**src/rtl/mrd_source_stream.sv**
```systemverilog
// Purpose : egress stage of the mixed-radix DFT core; reads the result RAM in natural order, streams it out
// Latency : first src_valid RD_LAT+1 cycles after the accepted start; one beat per cycle with src_ready held high
// Backpr. : reads are credit-gated so the FIFO never overflows; output beats hold stable while src_ready is low
//
// Ports:
//   clk, rst_n                      core clock, asynchronous active-low reset
//   start, dftpts_in, inverse_in    frame request from the controller (N and IDFT flag latched on accept)
//   busy, done                      frame in progress / one-cycle completion pulse after the eop beat
//   rd_en, rd_bank_index/addr       read port into the 5-bank result RAM
//   rd_real, rd_imag                read data, valid RD_LAT cycles after rd_en
//   src_*                           valid/ready/sop/eop sample stream plus frame attributes

// Small synchronous FIFO with combinational read port and occupancy count.
// Latency: one cycle from push to visibility at dout.
// Backpressure: push while full and pop while empty are dropped; callers guarantee neither occurs.
module mrd_fifo #(
    parameter int W  = 8,
    parameter int D  = 4,
    parameter int CW = $clog2(D + 1)
) (
    input  logic          clk,
    input  logic          rst_n,
    input  logic          push,
    input  logic [W-1:0]  din,
    input  logic          pop,
    output logic [W-1:0]  dout,
    output logic          empty,
    output logic [CW-1:0] count
);
    localparam int PW = (D > 1) ? $clog2(D) : 1;

    logic [W-1:0]  mem [D];
    logic [PW-1:0] wr_ptr;
    logic [PW-1:0] rd_ptr;
    logic          do_push;
    logic          do_pop;

    // Pointers wrap explicitly because D need not be a power of two.
    function automatic logic [PW-1:0] ptr_inc(input logic [PW-1:0] p);
        return (p == PW'(D - 1)) ? '0 : p + PW'(1);
    endfunction

    assign empty   = (count == '0);
    assign do_pop  = pop & ~empty;
    assign do_push = push & (count != CW'(D));
    assign dout    = mem[rd_ptr];

    always_ff @(posedge clk or negedge rst_n) begin
        if (!rst_n) begin
            wr_ptr <= '0;
            rd_ptr <= '0;
            count  <= '0;
            for (int i = 0; i < D; i++) begin
                mem[i] <= '0;
            end
        end else begin
            if (do_push) begin
                mem[wr_ptr] <= din;
                wr_ptr      <= ptr_inc(wr_ptr);
            end
            if (do_pop) begin
                rd_ptr <= ptr_inc(rd_ptr);
            end
            case ({do_push, do_pop})
                2'b10:   count <= count + CW'(1);
                2'b01:   count <= count - CW'(1);
                default: count <= count;
            endcase
        end
    end
endmodule

module mrd_source_stream #(
    parameter int DW     = 18,
    parameter int PTS_W  = 12,
    parameter int ADDR_W = 10,
    parameter int RD_LAT = 2,
    parameter int FIFO_D = RD_LAT + 2
) (
    input  logic              clk,
    input  logic              rst_n,
    input  logic              start,
    input  logic [PTS_W-1:0]  dftpts_in,
    input  logic              inverse_in,
    output logic              busy,
    output logic              done,
    output logic              rd_en,
    output logic [2:0]        rd_bank_index,
    output logic [ADDR_W-1:0] rd_bank_addr,
    input  logic [DW-1:0]     rd_real,
    input  logic [DW-1:0]     rd_imag,
    output logic              src_valid,
    input  logic              src_ready,
    output logic              src_sop,
    output logic              src_eop,
    output logic [DW-1:0]     src_real,
    output logic [DW-1:0]     src_imag,
    output logic [PTS_W-1:0]  src_dftpts,
    output logic              src_inverse
);
    localparam int OCC_W = $clog2(FIFO_D + 1);
    localparam int CRD_W = OCC_W + 1;

    typedef struct packed {
        logic          sop;
        logic          eop;
        logic [DW-1:0] re;
        logic [DW-1:0] im;
    } beat_t;

    typedef enum logic [1:0] {
        IDLE  = 2'd0,
        ISSUE = 2'd1,
        DRAIN = 2'd2
    } state_t;

    state_t             state_q;
    state_t             state_d;
    logic [PTS_W-1:0]   n_q;
    logic               inv_q;
    logic               busy_q;
    logic               done_q;
    logic [PTS_W-1:0]   k_q;
    logic [2:0]         bank_q;
    logic [ADDR_W-1:0]  addr_q;
    logic [RD_LAT-1:0]  vld_sr;
    logic [RD_LAT-1:0]  sop_sr;
    logic [RD_LAT-1:0]  eop_sr;
    logic [OCC_W-1:0]   inflight_q;

    logic               start_ok;
    logic [PTS_W-1:0]   n_eff;
    logic               credit_ok;
    logic               issue;
    logic               last_rd;
    logic               fifo_push;
    logic               fifo_pop;
    logic               fifo_empty;
    logic [OCC_W-1:0]   fifo_cnt;
    beat_t              fifo_din;
    beat_t              fifo_dout;
    logic               eop_acc;

    assign start_ok = (state_q == IDLE) & start & (dftpts_in != '0);

    // The first read goes out in the start cycle itself, before N is latched,
    // so the frame length is taken straight from the input for that cycle.
    assign n_eff = start_ok ? dftpts_in : n_q;

    // Every issued read already owns a FIFO slot: words still in the RAM
    // pipeline plus words parked in the FIFO never exceed the FIFO depth.
    assign credit_ok = ({1'b0, inflight_q} + {1'b0, fifo_cnt}) < CRD_W'(FIFO_D);

    assign issue   = start_ok | ((state_q == ISSUE) & credit_ok);
    assign last_rd = issue & (k_q == (n_eff - PTS_W'(1)));

    assign fifo_push    = vld_sr[RD_LAT-1];
    assign fifo_din.sop = sop_sr[RD_LAT-1];
    assign fifo_din.eop = eop_sr[RD_LAT-1];
    assign fifo_din.re  = rd_real;
    assign fifo_din.im  = rd_imag;

    assign src_valid = ~fifo_empty;
    assign fifo_pop  = src_valid & src_ready;
    assign eop_acc   = (state_q == DRAIN) & fifo_pop & fifo_dout.eop;

    always_comb begin
        state_d = state_q;
        case (state_q)
            IDLE: begin
                if (start_ok) begin
                    state_d = last_rd ? DRAIN : ISSUE;
                end
            end
            ISSUE: begin
                if (last_rd) begin
                    state_d = DRAIN;
                end
            end
            DRAIN: begin
                if (eop_acc) begin
                    state_d = IDLE;
                end
            end
            default: state_d = IDLE;
        endcase
    end

    always_ff @(posedge clk or negedge rst_n) begin
        if (!rst_n) begin
            state_q <= IDLE;
        end else begin
            state_q <= state_d;
        end
    end

    // Frame attributes and busy/done handshake with the controller.
    always_ff @(posedge clk or negedge rst_n) begin
        if (!rst_n) begin
            n_q    <= '0;
            inv_q  <= 1'b0;
            busy_q <= 1'b0;
            done_q <= 1'b0;
        end else begin
            done_q <= eop_acc;
            if (start_ok) begin
                n_q    <= dftpts_in;
                inv_q  <= inverse_in;
                busy_q <= 1'b1;
            end else if (eop_acc) begin
                busy_q <= 1'b0;
            end
        end
    end

    // Natural-order address walk: k -> (k mod 5, k div 5) without a divider.
    // Counters return to zero once the last read is out, ready for the next frame.
    always_ff @(posedge clk or negedge rst_n) begin
        if (!rst_n) begin
            k_q    <= '0;
            bank_q <= '0;
            addr_q <= '0;
        end else if (issue) begin
            if (last_rd) begin
                k_q    <= '0;
                bank_q <= '0;
                addr_q <= '0;
            end else begin
                k_q <= k_q + PTS_W'(1);
                if (bank_q == 3'd4) begin
                    bank_q <= '0;
                    addr_q <= addr_q + ADDR_W'(1);
                end else begin
                    bank_q <= bank_q + 3'd1;
                end
            end
        end
    end

    // Tag pipeline mirrors the RAM read latency; sop/eop ride with each word.
    always_ff @(posedge clk or negedge rst_n) begin
        if (!rst_n) begin
            vld_sr     <= '0;
            sop_sr     <= '0;
            eop_sr     <= '0;
            inflight_q <= '0;
        end else begin
            vld_sr[0] <= issue;
            sop_sr[0] <= issue & (k_q == '0);
            eop_sr[0] <= last_rd;
            for (int i = 1; i < RD_LAT; i++) begin
                vld_sr[i] <= vld_sr[i-1];
                sop_sr[i] <= sop_sr[i-1];
                eop_sr[i] <= eop_sr[i-1];
            end
            case ({issue, fifo_push})
                2'b10:   inflight_q <= inflight_q + OCC_W'(1);
                2'b01:   inflight_q <= inflight_q - OCC_W'(1);
                default: inflight_q <= inflight_q;
            endcase
        end
    end

    mrd_fifo #(
        .W  ($bits(beat_t)),
        .D  (FIFO_D),
        .CW (OCC_W)
    ) u_out_fifo (
        .clk   (clk),
        .rst_n (rst_n),
        .push  (fifo_push),
        .din   (fifo_din),
        .pop   (fifo_pop),
        .dout  (fifo_dout),
        .empty (fifo_empty),
        .count (fifo_cnt)
    );

    assign busy          = busy_q;
    assign done          = done_q;
    assign rd_en         = issue;
    assign rd_bank_index = bank_q;
    assign rd_bank_addr  = addr_q;
    assign src_sop       = fifo_dout.sop;
    assign src_eop       = fifo_dout.eop;
    assign src_real      = fifo_dout.re;
    assign src_imag      = fifo_dout.im;
    assign src_dftpts    = n_q;
    assign src_inverse   = inv_q;
endmodule

```
**config.mk**
```make
export PLATFORM = sky130hd
export DESIGN_NAME = mrd_source_stream
export DESIGN_NICKNAME = d
export VERILOG_FILES = /design/src/rtl/mrd_source_stream.sv
export SDC_FILE = /design/constraint.sdc
export NUM_CORES = 1
export LEC_CHECK = 0
export CAP_MARGIN = 30
export CORE_MARGIN = 2
export CORE_UTILIZATION = 45
export DETAILED_ROUTE_END_ITERATION = 10
export DONT_BUFFER_PORTS = 1
export PLACE_DENSITY = 0.66
export SLEW_MARGIN = 20
export SYNTH_ARGS = -nofsm -noshare
export SYNTH_HDL_FRONTEND = slang
export SYNTH_HIERARCHICAL = 1
export SYNTH_SLANG_ARGS = --single-unit
export TNS_END_PERCENT = 5
```
**constraint.sdc**
```tcl
create_clock -name clk -period 6.1 [get_ports clk]
set_input_delay 0.61 -clock clk [delete_from_list [all_inputs] [get_ports clk]]
set_output_delay 0.61 -clock clk [all_outputs]
set_load 0.1 [all_outputs]
```
==> metrics.csv <==
stage,metric,value,unit
routing,Wirelength per Cell,20.8,um
logic_synthesis,mux cell area share after synthesis,27.5,%
worst_setup_path,WP data arrival,4.70,ns
worst_setup_path,worst-path maximum fanout,15,
timing,max-slew violations,0,
clocking,"Reg clk slew, reported paths",0.06,ns
timing,Fmax,230,MHz
routing,drt total wl,21.1,mm
clocking,Root Buffer,clkbuf_16,
place,DP Worst Slack,1.13,ns
logic_synthesis,xor-xnor portion of the synthesized cell area,3.66,%
min_path,min-delay worst type,in2async,
finish,area grow syn2layout,10.8,%
place,placed cell count,970,
clocking,H-Tree Level Count,1,
die,IO Pins,121,
routing,initial detailed-routing violation count,255,
grt,grt ovf,0,
clocking,CTS buffer count,23,
worst_setup_path,Worst Setup End Kind,register,
logic_synthesis,post-synthesis cell type count,67,
timing,Post-Route Skew,0.00764,ns
logic_synthesis,Syn Area/Cell,14.1,um^2
logic_synthesis,Synth Area in Compound Gates,3.92,%
finish,fin cells,1014,
die,Starting Density,45.9,%
clocking,worst skew pair latency,0.50,ns
logic_synthesis,Mapped Area,0.0100,mm^2
die,row count,54,
logic_synthesis,Synthesis Warnings,6,
clocking,CTS tree,built,
worst_setup_path,CP max stage delay,0.59,ns
grt,number of global-route vias before repair,6614,
timing,final setup margin,1.74,ns
worst_setup_path,reg-to-reg setup timing slack,1.74,ns
grt,Total GRT Usage,18.2,%
place,dpl hpwl,13.5,mm
worst_setup_path,Startpoint Class,register,
finish,Fill cells,1835,
die,die area,0.0235,mm^2
routing,Via Count,5864,
logic_synthesis,Yosys reg bits,210,
clocking,CTS sink count,210,
clocking,post-CTS setup buffer count,0,
logic_synthesis,area share of the largest cell type after synthesis,52.3,%
place,GP Congestion,0.895,
routing,drt drc,0,
logic_synthesis,main combinational cell family by area after synthesis,multiplexers,
logic_synthesis,Post-synth top cells,"dfrtp_1 (210), mux2_2 (153), nor2_1 (40)",
logic_synthesis,most common cell in the netlist,dfrtp_1,
run_status,status,"complete, no violations",
grt,first-pass GRT wire length,34.7,mm
timing,Final min period,4.36,ns
worst_setup_path,Worst Path Required,6.44,ns
logic_synthesis,sequential share of the synthesized area,52.3,%
die,Die Y,153,um
logic_synthesis,Main synth FF type,dfrtp_1,
worst_setup_path,WS Path Type,reg2reg,
finish,share of cells above drive strength 1,35.7,%
routing,vias per cell,5.78,
timing,Least-Margin Pin Slew,1.05,ns
logic_synthesis,cell taking the most area after synthesis,dfrtp_1,
die,Die W,153,um
clocking,clock buffer depth,3,
logic_synthesis,Synth area leaders,"dfrtp_1 (52%), mux2_2 (17%), mux4_2 (8.5%)",
logic_synthesis,asr flop ratio synth,100,%
timing,final worst-path cycle share,71.4,%
routing,first drt pass iteration count,4,
logic_synthesis,Simple-Gate Fraction of Synth Area,7.15,%
timing,final number of setup-violating endpoints,0,
timing,Slew Limit Headroom,30.3,%
place,Port Buf Inserts,0,
routing,number of antenna-violating nets in the routed design,0,
timing,"Hold Violations, Final",0,
grt,initial antenna violation count,1,
timing,RSZ-0062 raised after global routing,no,
worst_setup_path,critical-path cell list,nor3b_4 > nand2_2 > mux2i_1 > ha_1 > inv_1 > a211oi_1 > or4bb_1 > mux2_2 > a2111oi_4 > buf_6 > or2_1 > o31ai_1,
logic_synthesis,adder-cell area share of the yosys netlist,2.27,%
logic_synthesis,Post-Syn Instances,712,
grt,largest net degree at the start of global routing,211,
die,core area,0.0219,mm^2
timing,setup TNS,0,ns
logic_synthesis,count of flip-flops with a built-in enable after synthesis,0,
logic_synthesis,syn nets,782,
run,Max-Cap Viols,0,
worst_setup_path,Crit-path slowest cell,nor3b_4,
finish,Final nets,790,
-- per-layer routing --
layer | track usage, % | vias up | wire [um]
met1 | 21.8 | 3042 | 8370
met4 | 6.25 | 0 | 595
met5 | 0 | - | 0
li1 | - | 2608 | -
met3 | 4.56 | 47 | 1310
met2 | 32.0 | 167 | 10800
-- cell type report --
| cell class | count | area [um^2] | share of cell area, % |
|---|---|---|---|
| sequential | 210 | 5260 | 47.2 |
| multi-input combinational | 445 | 4500 | 40.4 |
| clock buffer | 33 | 643 | 5.78 |
| tap | 280 | 350 | 3.15 |
| timing repair buffer | 15 | 189 | 1.70 |
| clock inverter | 5 | 100 | 0.899 |
| inverter | 25 | 93.8 | 0.843 |
| antenna | 1 | 2.50 | 0.0225 |
-- critical path, delay by kind of cell (launching register included) --
kind	cells	cell delay, ns
buf+inv	2	0.29
mux	2	0.56
fa+ha+maj	1	0.25
compound gates	3	1.03
flops	1	0.46
simple gates	4	1.61
-- flip-flops by register name, indices dropped and copies added (netlist names) --
name	flops
busy	1
done	1
eop_sr	2
inflight_q	3
k_q	12
rd_bank_addr	10
rd_bank_index	3
sop_sr	2
src_dftpts	12
src_inverse	1
state_q	2
u_out_fifo/count	3
u_out_fifo/mem	152
u_out_fifo/rd_ptr	2
u_out_fifo/wr_ptr	2
vld_sr	2
-- worst paths after layout --
path	start	end	cells after the start
worst max-delay path	state_q[1]$_DFFE_PN0P_	rd_bank_index[0]$_DFFE_PN0P_	12
worst min-delay path	rst_n	u_out_fifo/mem[32]$_DFFE_PN0P_	1
worst max register to register	state_q[1]$_DFFE_PN0P_	rd_bank_index[0]$_DFFE_PN0P_	12
worst min register to register	vld_sr[0]$_DFF_PN0_	vld_sr[1]$_DFF_PN0_	0
max in group asynchronous	rst_n	u_out_fifo/rd_ptr[1]$_DFFE_PN0P_	2
min in group clk	rd_real[17]	u_out_fifo/mem[111]$_DFFE_PN0P_	1
-- kinds of logic after synthesis --
kind of cell | count (synthesis)
flip-flops | 210
multiplexers | 206
XOR/XNOR | 38
AND/OR/NAND/NOR | 131
AO/OA/AOI/OAI | 53
adder cells (fa/ha/maj) | 17
buffers and inverters | 57
-- stage by stage --
stage,hold slack [ns],utilization [%],area (um^2)
finish,0.0556,50.9,11100
global route,0.0630,50.8,11100
CTS,0.241,50.5,11100
detailed placement,0.321,47.0,10300
global placement,0.323,46.9,10300
floorplan,0.314,-,10000
-- timing repair --
action	CTS	global route
resized for setup	0	0
endpoints found under the hold margin	210	0
setup endpoints to repair	0	0
hold buffers	1	0
-- cells in the final DEF (no fill, tap or decap), types with 8 or more instances in the layout --
cell and n:
buf_4 8, clkbuf_1 8, clkbuf_16 23, dfrtp_1 208, ha_1 15, inv_1 24, mux2_2 153, mux2i_1 9
mux4_2 38, nand2_1 25, nand3_1 8, nand4_1 10, nor2_1 36, nor4_1 9, o21ai_0 9, xnor2_1 15
xor2_1 20
Power is not shown: default switching activity piles up to over one toggle a cycle in this logic, so the estimate is an artifact.
